<file path="src/rtl/param_sync_fifo.sv">
`default_nettype none
// ============================================================================
// Module      : param_sync_fifo
// Description : Single-clock parameterised FIFO built on a DEPTH x WIDTH
//               register array. Read/write pointers carry one extra wrap bit
//               so full and empty are distinguished without a separate
//               counter. Provides occupancy, almost-full/almost-empty flags
//               and single-cycle overflow/underflow error pulses.
// Revision    : 1.0 - initial release
// ----------------------------------------------------------------------------
// Parameters
//   WIDTH      : data word width in bits (>= 1)
//   DEPTH      : number of entries, power of two, >= 4
//   AF_THRESH  : almost_full when free entries <= AF_THRESH
//   AE_THRESH  : almost_empty when occupancy   <= AE_THRESH
// Ports
//   clk          in   single clock, rising edge
//   rst          in   asynchronous active-high reset
//   wr_en        in   write request
//   fifo_in      in   write data [WIDTH-1:0]
//   rd_en        in   read request / pop
//   fifo_out     out  read data [WIDTH-1:0]
//   out_valid    out  fifo_out holds valid data
//   full, empty, almost_full, almost_empty   out  status flags
//   count        out  occupancy 0..DEPTH [$clog2(DEPTH):0]
//   overflow     out  pulse: write attempted while full (previous cycle)
//   underflow    out  pulse: read attempted while empty (previous cycle)
// Build option
//   PARAM_FIFO_FWFT_EN : when defined, first-word-fall-through output
//                        (fifo_out shows the head word, out_valid = !empty).
//                        When undefined, registered output with one-cycle
//                        read latency.
// ============================================================================
module param_sync_fifo #(
    parameter int WIDTH     = 8,
    parameter int DEPTH     = 16,
    parameter int AF_THRESH = 4,
    parameter int AE_THRESH = 4
) (
    input  logic                   clk,
    input  logic                   rst,
    input  logic                   wr_en,
    input  logic [WIDTH-1:0]       fifo_in,
    input  logic                   rd_en,
    output logic [WIDTH-1:0]       fifo_out,
    output logic                   out_valid,
    output logic                   full,
    output logic                   empty,
    output logic                   almost_full,
    output logic                   almost_empty,
    output logic [$clog2(DEPTH):0] count,
    output logic                   overflow,
    output logic                   underflow
);

    localparam int AW = $clog2(DEPTH);
    localparam int PW = AW + 1;

    localparam logic [PW-1:0] c_AF_LEVEL = PW'(DEPTH - AF_THRESH);
    localparam logic [PW-1:0] c_AE_LEVEL = PW'(AE_THRESH);

    // Storage and pointers
    logic [WIDTH-1:0] r_mem [DEPTH];
    logic [PW-1:0]    r_wr_ptr;
    logic [PW-1:0]    r_rd_ptr;
    logic             r_overflow;
    logic             r_underflow;

    logic             w_empty;
    logic             w_full;
    logic [PW-1:0]    w_count;
    logic             w_wr_acc;
    logic             w_rd_acc;

    // Status derived purely from registered pointers.
    // Same low bits with differing wrap bits means the writer is exactly one
    // lap ahead of the reader.
    assign w_empty  = (r_wr_ptr == r_rd_ptr);
    assign w_full   = (r_wr_ptr[AW-1:0] == r_rd_ptr[AW-1:0]) &&
                      (r_wr_ptr[AW] != r_rd_ptr[AW]);
    assign w_count  = r_wr_ptr - r_rd_ptr;

    // A write is refused when full even if a read happens in the same cycle.
    assign w_wr_acc = wr_en && !w_full;
    assign w_rd_acc = rd_en && !w_empty;

    assign empty        = w_empty;
    assign full         = w_full;
    assign count        = w_count;
    assign almost_full  = (w_count >= c_AF_LEVEL);
    assign almost_empty = (w_count <= c_AE_LEVEL);
    assign overflow     = r_overflow;
    assign underflow    = r_underflow;

    // Pointer and error-pulse registers
    always_ff @(posedge clk or posedge rst) begin
        if (rst) begin
            r_wr_ptr    <= '0;
            r_rd_ptr    <= '0;
            r_overflow  <= 1'b0;
            r_underflow <= 1'b0;
        end else begin
            if (w_wr_acc) begin
                r_wr_ptr <= r_wr_ptr + PW'(1);
            end
            if (w_rd_acc) begin
                r_rd_ptr <= r_rd_ptr + PW'(1);
            end
            r_overflow  <= wr_en && w_full;
            r_underflow <= rd_en && w_empty;
        end
    end

    // Array is not reset: stale contents are unreachable once the pointers
    // are cleared. Writes are blocked while reset is held.
    always_ff @(posedge clk) begin
        if (w_wr_acc && !rst) begin
            r_mem[r_wr_ptr[AW-1:0]] <= fifo_in;
        end
    end

`ifdef PARAM_FIFO_FWFT_EN
    // Head word is presented continuously; rd_en acknowledges it.
    assign fifo_out  = r_mem[r_rd_ptr[AW-1:0]];
    assign out_valid = !w_empty;
`else
    logic [WIDTH-1:0] r_fifo_out;
    logic             r_out_valid;

    // Registered output: data appears the cycle after an accepted read and
    // is held afterwards; out_valid marks only that one cycle.
    always_ff @(posedge clk or posedge rst) begin
        if (rst) begin
            r_fifo_out  <= '0;
            r_out_valid <= 1'b0;
        end else begin
            r_out_valid <= w_rd_acc;
            if (w_rd_acc) begin
                r_fifo_out <= r_mem[r_rd_ptr[AW-1:0]];
            end
        end
    end

    assign fifo_out  = r_fifo_out;
    assign out_valid = r_out_valid;
`endif

endmodule
`default_nettype wire

</file>
<file path="config.mk">
export PLATFORM = sky130hd
export DESIGN_NAME = param_sync_fifo
export DESIGN_NICKNAME = d
export VERILOG_FILES = /design/src/rtl/param_sync_fifo.sv
export SDC_FILE = /design/constraint.sdc
export NUM_CORES = 1
export LEC_CHECK = 0
export CAP_MARGIN = 20
export CORE_MARGIN = 2
export CORE_UTILIZATION = 62
export CTS_BUF_LIST = sky130_fd_sc_hd__clkbuf_8
export CTS_CLUSTER_SIZE = 30
export DETAILED_ROUTE_END_ITERATION = 12
export GPL_TIMING_DRIVEN = 0
export PLACE_DENSITY = 0.82
export SYNTH_ARGS = -nofsm -noshare
export SYNTH_HDL_FRONTEND = slang
export SYNTH_SLANG_ARGS = --single-unit
export TNS_END_PERCENT = 20
</file>
<file path="constraint.sdc">
create_clock -name clk -period 3.75 [get_ports clk]
set_clock_uncertainty 0.1 [all_clocks]
set_input_delay 0.9375 -clock clk [delete_from_list [all_inputs] [get_ports clk]]
set_output_delay 0.9375 -clock clk [all_outputs]
set_load 0.01 [all_outputs]
</file>
==> summary.md <==
| Metric | Value |
|---|---|
| Status | `complete, no violations` |
| Count leader, synth | `edfxtp_1` |
| Sequential fraction of the synthesis area | `0.713` |
| Worst Setup SP | `r_rd_ptr[1]` |
| Vias in the first global route | `around 3400` |
| Yosys cell types | `45` |
| Flops & latches, synth | `149` |
| CP arrival | `2.66 ns` |
| Wirelength per Cell | `21.3 µm` |
| Main flop type after synthesis | `edfxtp_1` |
| Core area | `about 0.0097 mm²` |
| Row cnt | `36` |
| Lkg Pwr | `0.00254 µW` |
| Width of the die | `103 µm` |
| Reg2reg setup slack | `0.34 ns` |
| Area Growth Syn to Fin | `14.9%` |
| Die area | `0.0107 mm²` |
| WS Path Type | `reg2out` |
| Largest net degree at the start of global routing | `22` |
| Final core utilization | `0.728` |
| Crit-path cells | `buf_12, buf_12, buf_12, inv_2, ha_1, nor2b_2, o21ai_2, buf_4, a21boi_2, o32ai_1, buf_2` |
| Final slew viol count | `0` |
| Die Y-Extent | `103 µm` |
| Initial antenna violation count | `0` |
| Largest area contributor in the netlist | `edfxtp_1` |
| 1st-iter DRT viols | `302` |
| Final Hold Viols | `0` |
| Syn avg cell area | `16.3 µm²` |
| GR Overflow Total | `0` |
| Share of layout cells above drive strength 1 | `0.170` |
| Worst setup SP type | `flop` |
| Final TNS setup | `0 ns` |
| Leading cell types by count after synthesis | `edfxtp_1, mux2i_1, nor2_1, dfrtp_1, o22ai_1` |
| Final min period | `3.69 ns` |
| Met2 WL | `6060 µm` |
| Filler Cell Count | `600` |
| M1 WL | `5220 µm` |
| WL met3 | `823 µm` |
| Clk buf depth | `2` |
| Via density | `about 6` |
| Syn_nets | `397` |
| Sink Count | `149` |
| Crit path largest cell delay | `0.44 ns` |
| Final setup viols | `0` |
| N_diodes | `0` |
| Cell area after layout | `0.00705 mm²` |
| Synth async-reset ratio | `0.141` |
| Max cap viols | `0` |
| Syn Std Cell Area | `0.00613 mm²` |
| Cts bufs inserted | `17` |
| Slowest CP cell | `dfrtp_2` |
| CTS tree | `done` |
| Clk slew on worst S/H paths | `roughly 0.080 ns` |
| Final Wtd Congestion | `approximately 0.84` |
| PortBufs | `31` |
| Drt first pass iters | `5` |
| Final ANT Viol Nets | `0` |
| Power per cell area | `approximately 770 mW/mm²` |
| Overall Power | `5410 µW` |
| Worst skew pair latency | `0.44 ns` |
| Synth warn | `0` |
| Reg-to-Reg Start | `r_rd_ptr[1]` |
| Max_slew headroom | `0.425` |
| Share of the synthesized area in the top cell type | `0.627` |
| # DRC | `0` |
| Area post-placement | `0.00662 mm²` |
| Post-synth EDFFs | `around 130` |
| Nets@finish | `~460` |
| Final period utilization | `0.985` |
| CTS root buf | `clkbuf_8` |
| Worst-margin pin slew | `0.862 ns` |
| CP Max Fanout | `10` |
| DR top layer | `met4` |
| Worst hold path type | `reg2reg` |
| WL final | `about 12000 µm` |
| Overall routing resource usage | `0.248` |
| Post-DP HPWL | `8200 µm` |
| I/O pin cnt | `32` |
| # hold bufs at CTS | `0` |
| Fmax achieved | `0.271 GHz` |
| CP dominant cell by count | `buf_12` |
| Post-Syn Instances | `375` |
| First-pass GRT wire length | `18400 µm` |
| Via count | `roughly 3500` |
| Initial Util | `0.633` |
| CTS H-tree depth | `4` |
| Worst EP required | `approximately 2.7 ns` |
| Hold_ws | `0.465 ns` |
| Worst IR Drop VDD | `between 0.0004 and 0.0005 V` |
| Top post-synthesis cells by area | `edfxtp_1, dfrtp_1, mux2i_1` |
| Crit end category | `output pin` |
| Hold Crit Start | `r_wr_ptr[4]` |
-- routing by layer --
metal  global-route usage  vias up
met5                    0        -
met4                0.104        0
met3               0.0571       16
met2                0.391      140
met1                0.339     1755
li1                     -     1560
-- kinds of logic after synthesis --
family,count (synthesis),synth area share
mux,56,0.108
simple gates,65,0.0506
flops,149,0.713
fa+ha+maj,10,0.0216
compound gates,52,0.0567
buf+inv,32,0.0337
xor+xnor,11,0.0169
-- timing repair --
action / 4_1_cts / 5_1_grt
buffers inserted: 2 / 3
pin swaps: 1 / 1
hold endpoints to repair: 0 / 0
endpoints found under the setup margin: 6 / 4
gates resized for setup: 14 / 11
-- area by class of cell --
type	instances	area, µm²	area share
flip-flops and latches	149	4370	0.620
clock inverters	12	51.3	0.00728
well taps	133	166	0.0236
inverters	13	48.8	0.00692
plain buffers	18	180	0.0256
multi-input cells	194	1580	0.224
repair buffers	40	373	0.0529
clock buffers	20	275	0.0391
-- path summary, 6_finish.rpt --
check / to / depth (start not counted)
setup reg to reg: r_mem[0][0] / 10
min in group asynchronous: overflow / 2
hold reg to reg: r_wr_ptr[4] / 1
setup / recovery: almost_full / 11
hold / removal: r_wr_ptr[4] / 1
max in group asynchronous: r_rd_ptr[1] / 2
-- report_power, final --
| group | leakage, µW | switching [µW] | internal [µW] |
|---|---|---|---|
| registers | 0.00140 | 111 | 1980 |
| clock network | 0.000197 | 535 | 487 |
| logic | 0.000941 | 1220 | 1080 |
| total | 0.00254 | 1860 | 3550 |
-- layout by cell type, fill, tap and decap left out, drive strengths merged, types with 2 or more instances in the layout --
cell type,synthesis,final
edfxtp,128,128
mux2i,48,48
nor2,32,32
clkdlybuf4s50,0,27
clkbuf,3,25
buf,16,23
dfrtp,21,21
inv,13,19
o22ai,16,16
o21ai,13,13
nand2,9,9
ha,9,9
xnor2,8,8
mux4,8,8
a221oi,8,8
a31oi,8,8
nor3,6,6
clkinv,0,6
nand4,4,4
a21oi,3,3
xor2,3,3
nand3,2,2
nand2b,2,2
clkdlybuf4s15,0,2
nand3b,2,2
nor2b,2,2
-- flip-flops by register name, indices dropped and copies added (netlist names) --
name and count:
r_rd_ptr 5, underflow 1, r_mem 128, fifo_out 8, r_wr_ptr 5, out_valid 1, overflow 1
-- critical path, delay by kind of cell (launching register included) --
kind | cells | cell delay (ns)
DFF | 1 | 0.44
buffers and inverters | 6 | 0.84
AOI/OAI and AO/OA | 3 | 0.50
and+or+nand+nor | 1 | 0.17
adders and majority gates | 1 | 0.25
-- stage by stage --
stage          std cells  worst slack [ns]
2_1_floorplan        375             0.717
3_3_place_gp         539           0.00580
3_5_place_dp         541            -0.102
4_1_cts              574          0.000277
5_1_grt              579           -0.0129
6_report             579            0.0558
Power figures use the tool's default switching activity.
